**src/rtl/uart_pkg.sv**
```systemverilog
`default_nettype none
// ============================================================================
// Module      : uart_pkg
// Description : Shared UART state encoding and line levels (TX and RX).
// Revision    : 1.0 - initial release
// ============================================================================
package uart_pkg;

  typedef enum logic [2:0] {
    IDLE   = 3'd0,
    START  = 3'd1,
    DATA   = 3'd2,
    PARITY = 3'd3,
    STOP   = 3'd4
  } uart_state_t;

  localparam int   DEFAULT_CLK_DIV = 868;
  localparam logic IDLE_LEVEL      = 1'b1;
  localparam logic START_LEVEL     = 1'b0;

endpackage
`default_nettype wire

```
**src/rtl/uart_baud_gen.sv**
```systemverilog
`default_nettype none
// ============================================================================
// Module      : uart_baud_gen
// Description : Bit-period counter 0..CLK_DIV-1 with clear and wrap tick.
// Revision    : 1.0 - initial release
// ============================================================================
module uart_baud_gen
  import uart_pkg::*;
#(
  parameter int CLK_DIV = DEFAULT_CLK_DIV
) (
  input  logic clk,
  input  logic reset,
  input  logic i_clear,
  output logic o_tick
);

  localparam int            CW     = (CLK_DIV > 1) ? $clog2(CLK_DIV) : 1;
  localparam logic [CW-1:0] C_LAST = CW'(CLK_DIV - 1);
  localparam logic [CW-1:0] C_ONE  = CW'(1);

  logic [CW-1:0] r_count;

  // Explicit terminal compare so non-power-of-two dividers wrap correctly.
  always_ff @(posedge clk) begin
    if (reset || i_clear) begin
      r_count <= '0;
    end else if (r_count == C_LAST) begin
      r_count <= '0;
    end else begin
      r_count <= r_count + C_ONE;
    end
  end

  assign o_tick = (r_count == C_LAST);

endmodule
`default_nettype wire

```
**src/rtl/uart_tx.sv**
```systemverilog
`default_nettype none
// ============================================================================
// Module      : uart_tx
// Description : 8N1 UART transmitter, LSB first, ready/start handshake.
//               Define UART_TX_PARITY_EN to add an even-parity bit (8E1).
// Revision    : 1.0 - initial release
// ============================================================================
module uart_tx
  import uart_pkg::*;
#(
  parameter int CLK_DIV   = DEFAULT_CLK_DIV,
  parameter int DATA_BITS = 8
) (
  input  logic                 clk,
  input  logic                 reset,
  input  logic [DATA_BITS-1:0] din,
  input  logic                 tx_start,
  output logic                 ready,
  output logic                 done,
  output logic                 Tx
);

  localparam int            IW         = $clog2(DATA_BITS + 1);
  localparam logic [IW-1:0] C_LAST_BIT = IW'(DATA_BITS - 1);
  localparam logic [IW-1:0] C_ONE      = IW'(1);

  uart_state_t          r_state;
  logic [DATA_BITS-1:0] r_shift;
  logic [IW-1:0]        r_index;
  logic                 w_tick;
  logic                 w_baud_clear;
`ifdef UART_TX_PARITY_EN
  logic                 r_parity;
`endif

  // Counter is held at zero while idle so START always begins a full period.
  assign w_baud_clear = (r_state == IDLE);

  uart_baud_gen #(
    .CLK_DIV (CLK_DIV)
  ) u_baud (
    .clk     (clk),
    .reset   (reset),
    .i_clear (w_baud_clear),
    .o_tick  (w_tick)
  );

  always_ff @(posedge clk) begin
    if (reset) begin
      r_state  <= IDLE;
      Tx       <= IDLE_LEVEL;
      ready    <= 1'b1;
      done     <= 1'b0;
      r_shift  <= '0;
      r_index  <= '0;
`ifdef UART_TX_PARITY_EN
      r_parity <= 1'b0;
`endif
    end else begin
      done <= 1'b0;
      case (r_state)
        IDLE: begin
          if (tx_start && ready) begin
            r_shift  <= din;
`ifdef UART_TX_PARITY_EN
            r_parity <= ^din;
`endif
            r_state  <= START;
            Tx       <= START_LEVEL;
            ready    <= 1'b0;
          end
        end
        START: begin
          if (w_tick) begin
            r_state <= DATA;
            r_index <= '0;
            Tx      <= r_shift[0];
          end
        end
        DATA: begin
          if (w_tick) begin
            r_shift <= r_shift >> 1;
            if (r_index == C_LAST_BIT) begin
`ifdef UART_TX_PARITY_EN
              r_state <= PARITY;
              Tx      <= r_parity;
`else
              r_state <= STOP;
              Tx      <= IDLE_LEVEL;
`endif
            end else begin
              r_index <= r_index + C_ONE;
              Tx      <= r_shift[1];
            end
          end
        end
`ifdef UART_TX_PARITY_EN
        PARITY: begin
          if (w_tick) begin
            r_state <= STOP;
            Tx      <= IDLE_LEVEL;
          end
        end
`endif
        STOP: begin
          if (w_tick) begin
            r_state <= IDLE;
            Tx      <= IDLE_LEVEL;
            ready   <= 1'b1;
            done    <= 1'b1;
          end
        end
        default: begin
          r_state <= IDLE;
          Tx      <= IDLE_LEVEL;
          ready   <= 1'b1;
        end
      endcase
    end
  end

endmodule
`default_nettype wire

```
**config.mk**
```make
export PLATFORM = sky130hd
export DESIGN_NAME = uart_tx
export DESIGN_NICKNAME = d
export VERILOG_FILES = /design/src/rtl/uart_pkg.sv /design/src/rtl/uart_baud_gen.sv /design/src/rtl/uart_tx.sv
export SDC_FILE = /design/constraint.sdc
export NUM_CORES = 1
export LEC_CHECK = 0
export BUFFER_PORTS_ARGS = -buffer_cell sky130_fd_sc_hd__buf_2
export CAP_MARGIN = 20
export CORE_MARGIN = 2
export CORE_UTILIZATION = 52
export DETAILED_ROUTE_END_ITERATION = 6
export PLACE_DENSITY = 0.74
export SYNTH_ARGS = -nofsm -noshare
export SYNTH_HDL_FRONTEND = slang
export SYNTH_HIERARCHICAL = 1
export SYNTH_SLANG_ARGS = --single-unit
```
**constraint.sdc**
```tcl
create_clock -name clk -period 1.8 [get_ports clk]
set_input_delay 0.09 -clock clk [delete_from_list [all_inputs] [get_ports clk]]
set_output_delay 0.09 -clock clk [all_outputs]
set_load 0.05 [all_outputs]
```
Word level (Yosys, flattened, before mapping)
Cells that the tools add are included.

Flip-flop bits (word level): 28. Input port bits: 11. Word-level logic and storage cells: 56.

Bitwise gates (word level): 2. Reductions and logical operators: 13. Add/subtract/negate cells: 2. Equal/unequal tests: 11. Mux-type cells: 21.

Operators by type and width (number): $mux 8 (2); $pmux 8 s2 (1); $mux 3 (5); $mux 4 (3); $pmux 3 s4 (1); $add 10x1->10 const B (1); $eq 10x10->1 const B (1); $pmux 4 s2 (1); $reduce_and 4->1 (2); $mux 1 (6); $ne 2x1->1 const B (3); $ne 2x2->1 const B (3); $reduce_and 3->1 (2); $reduce_or 2->1 (3); $reduce_and 5->1 (1); $add 4x1->4 const B (1); $eq 4x3->1 const B (1); $pmux 1 s4 (1); $reduce_bool 2->1 (2); $eq 3x1->1 const B (1); $eq 3x2->1 const B (1); $eq 3x3->1 const B (1); $logic_not 3->1 (1); $pmux 1 s3 (1); other kinds (3) (4).

Logic depth before layout (Yosys ltp)
Depth after elaboration: 4. Depth in mapped cells: 9. Gate-level depth less buffers: 8.

Hierarchy
Netlist, hierarchy kept.

By module, submodules not included: uart_tx (cells each 110, area each 994.7 µm², sequential area each 360.3 µm², times used 1); uart_baud_gen (cells each 53, area each 454.2 µm², sequential area each 200.2 µm², times used 1).

Least setup slack after synthesis
No wires, ideal clock.

Path kind: reg-to-reg. From: register u_baud.r_count[4]. To: register r_index[3]. Path slack: -92 ps. Library setup time: 70 ps. Data arrival time: 1822 ps. Data required time: 1730 ps. Stages on the path, launching flop included: 8. Path buffers: 1. Period minus slack after synthesis: 1892 ps. Path through: dfxtp_1 > nor4b_1 > nand2_1 > nor2_1 > buf_2 > nand4_1 > or3_1 > a21oi_1.

Longest elaborated chain between the ends: 3.

RTL lines: start: declaration (line uart_baud_gen.sv:22) `logic [CW-1:0] r_count;`; start signal: assignment (line uart_baud_gen.sv:31) `r_count <= r_count + C_ONE;`; $eq 10x10->1 * (line uart_baud_gen.sv:35) `assign o_tick = (r_count == C_LAST);`; via w_tick (line uart_tx.sv:30) `logic w_tick;`; $ne 2x1->1 (no line); $reduce_and 4->1 (no line) *; end signal: assignment (line uart_tx.sv:92) `r_index <= r_index + C_ONE;`; end: declaration (line uart_tx.sv:29) `logic [IW-1:0] r_index;`.

Mark *: on every way through the listed nets, which the timed path passes. The rest lies on a longest branch. A chain may end at the register's enable or synchronous reset.

Worst setup path in the final report
From: register u_baud.r_count[1]. To: register r_state[2].

Longest elaborated chain between the ends: 3.

RTL lines: $eq 10x10->1 * (line uart_baud_gen.sv:35); via w_tick (line uart_tx.sv:30); $ne 2x1->1 (no line); $reduce_and 5->1 (no line) *; end signal: assignment (line uart_tx.sv:50) `r_state <= IDLE;`; end signal: assignment (line uart_tx.sv:68) `r_state <= START;`; end signal: assignment (line uart_tx.sv:75) `r_state <= DATA;`; end: declaration (line uart_tx.sv:27) `uart_state_t r_state;`.

Marks and branches as above.

==> reports/metrics.yaml <==
outcome:
  status: "completed"
timing:
  fmax_ghz: 0.563
  period_share_pct: 98.8
  hold_slack_ps: 82.1
  setup_slack_ps: 22.5
  skew_ps: 7.17
  setup_viol_count_final: 0
  tightest_slew_ps: 474
  hold_viol_final: 0
  rsz0062_at_grt: "true"
  period_needed_ps: 1780
  finalMaxSlewViolations: 0
  max_slew_margin_pct: 68.4
clock_network:
  cts_max_level: 1
  cts_tree: "done"
  cts_buffer_depth: 2
  insertion_delay_ps: 330
  numCtsBuffers: 3
  cts_sinks: 28
  path_clk_slew_ps: 160
  cts-root-buf: "clkbuf_4"
yosys:
  ys_ff_latch: 28
  synthCells: 163
  synth_enable_flop_cells: 0
  syn_area_um2: 1450
  synthFlopType: "dfxtp_1"
  netlist_top_cells_count: "28 x dfxtp_1, 25 x nor2_1, 11 x a21oi_1"
  synth_area_leader_cell: "dfxtp_1"
  ys_seq_area_share_pct: 38.7
  synthArstFlopShare_pct: 0
  yosys.area.top_type_share_pct: 38.7
  ys_warn_count: 6
  syn_area_per_cell_um2: 8.89
  yosysMostFrequentCell: "dfxtp_1"
  synth_fp_nets: 176
  synth_area_leaders: "dfxtp_1 39%, nor2_1 6.5%, mux2i_1 6.2%, a21oi_1 3.8%, o21ai_0 3.1%"
  synth.distinct_cells: 44
hold_path:
  hold-path-endpoint: "r_shift[1]$_SDFFE_PP0P_"
  holdCritStartpoint: "din[1]"
  whs_path_depth: 3
  hold_path.class: "input pin to register"
setup_path:
  max_stage_delay_ps: 370
  cp-start-kind: "register"
  cp_top_family: "simple AND/OR/NAND/NOR gates"
  worstPathRequired_ps: 2070
  r2r_end: "r_state[2]$_SDFFE_PP0P_"
  path_cells: "ha_1 > nor2b_2 > nand2_2 > nor2_4 > nand2_1 > o211a_1 > or3_1 > a21oi_1"
  critPathBufInv: 0
  r2r-start: "u_baud/r_count[1]$_SDFF_PP0_"
  reg2reg_slack_ps: 20
  crit_slowest_cell: "dfxtp_2"
  arrival_ps: 2050
  cp-end-kind: "register"
  crit_fanout: 6
  reg2regPathDepth: 8
  worstSetupPathType: "register to register"
placed_design:
  dp_slack_ps: -10.3
  portBuffers: 13
  gp_congestion: 0.871
  place_area_um2: 1610
  dpl.hpwl_um: 1970
detailed_routing:
  via_count: 1243
  first_iter_violations: 28
  wl_per_cell_um: 12.5
  drt_wl_total_um: 2740
  drt_first_pass_iters: 4
  antenna_left: 0
  drcViolationCount: 0
  vias_per_cell: 5.68
pwr:
  p_switching_mw: 0.295
  power_density_nw_per_um2: 722
  p_sw_share_pct: 23.8
  leakage_nw: 0.626
  p_int_mw: 0.941
  clockPowerShare_pct: 33.7
  max-vdd-ir-drop_v: 0.000600
  seqPwrFrac_pct: 54.0
  power_frac_comb_pct: 12.3
layout:
  final_area_um2: 1710
  multi_input_area_um2: 842
  diodes: 0
  nFillCells: 233
  nets: 202
  ff_latch_area_um2: 566
  areaGrowthSynthToFinish_pct: 18.1
  drive_gt1_share_pct: 28.7
grt:
  grt_max_degree: 20
  grt_usage_pct: 18.8
  first_global_vias: 1199
  antenna_found_initial: 0
  overflow: 0
  grt_pass1_wl_um: 4920
die:
  start_util_pct: 53.5
  ioPinCount: 14
  die_w_um: 56.8
  fp.dieH_um: 56.8
  coreArea_um2: 2710
  num_rows: 19
  dieArea_um2: 3220
run:
  maxCapViolations: 0
## power by group through the flow
stage          Sequential, mW  Combinational, mW  Clock, mW
2_1_floorplan           0.692             0.0969          0
3_3_place_gp            0.679              0.144          0
3_5_place_dp            0.680              0.148          0
4_1_cts                 0.667              0.149      0.421
5_1_grt                 0.672              0.170      0.441
6_report                0.667              0.152      0.417
## metrics by stage
| stage | setup TNS [ps] | power [mW] | std cells | utilization [%] |
|---|---|---|---|---|
| 2_1_floorplan | 0 | 0.789 | 163 | - |
| 3_3_place_gp | 0 | 0.823 | 212 | 59.3 |
| 3_5_place_dp | -10.3 | 0.828 | 212 | 59.3 |
| 4_1_cts | 0 | 1.24 | 216 | 61.4 |
| 5_1_grt | -661 | 1.28 | 219 | 63.2 |
| 6_report | 0 | 1.24 | 219 | 63.2 |
## worst max path at each step
stage | from | end | slack, ps | depth (start not counted)
after global placement | u_baud/r_count[3]$_SDFF_PP0_ | r_shift[7]$_SDFFE_PP0P_ | 80 | 8
after detailed placement | u_baud/r_count[1]$_SDFF_PP0_ | r_state[2]$_SDFFE_PP0P_ | -10 | 8
final | u_baud/r_count[1]$_SDFF_PP0_ | r_state[2]$_SDFFE_PP0P_ | 20 | 8
after CTS | u_baud/r_count[0]$_SDFF_PP0_ | r_state[2]$_SDFFE_PP0P_ | 2 | 8
after floorplan | u_baud/r_count[0]$_SDFF_PP0_ | r_index[3]$_SDFFE_PP0P_ | 10 | 8
after global routing | u_baud/r_count[2]$_SDFF_PP0_ | r_shift[7]$_SDFFE_PP0P_ | -90 | 8
## cell type report
type                    count  area share [%]
inverters                   3           0.658
clock inverters             1            1.75
flip-flops and latches     28            33.0
repair buffers             29            11.8
clock buffers               3            1.32
well taps                  31            2.27
multi-input cells         124            49.2
## kinds of logic after synthesis
logic type,synth area share (%)
compound gates,18.0
xor+xnor,3.02
fa+ha+maj,1.73
buf+inv,5.27
flops,38.7
mux,7.00
simple gates,26.3
## layout by cell type (no fill, tap or decap), types with 3 or more instances in the layout
cell / instances
nor2_1: 23
inv_1: 3
a211oi_1: 5
nand3b_1: 3
a21oi_1: 11
o21ai_0: 9
nand2_1: 9
buf_4: 14
dfxtp_2: 4
dfxtp_1: 24
clkbuf_4: 3
or3_1: 4
xor2_1: 3
buf_2: 13
mux2i_1: 9
a211oi_2: 3
nand4_1: 3
nand3_1: 7
## flip-flops by register name, indices dropped and copies added (netlist names)
signal,flops
r_state,3
r_index,4
ready,1
u_baud/r_count,10
r_shift,8
done,1
Tx,1
## worst register-to-register path: cells and delay by family, from the launching register on
family,cells,cell delay (ps)
AO/OA/AOI/OAI,2,300
flip-flops,1,370
adder cells (fa/ha/maj),1,170
AND/OR/NAND/NOR,5,870
## metal layers
layer	wire length, µm	global-route usage (%)	vias up	share of wire (%)
met4	28	6.31	0	1.0
met1	1340	23.7	578	49
met5	0	0	-	0
li1	-	-	638	-
met2	1270	33.1	23	46
met3	100	2.07	4	3.6
## repair_timing
action | in CTS | in global routing
pin swaps | 0 | 4
endpoints found under the setup margin | 4 | 12
buffers inserted | 0 | 3
gates resized for setup | 2 | 8
hold buffers | 0 | 0
Power figures use the tool's default switching activity.
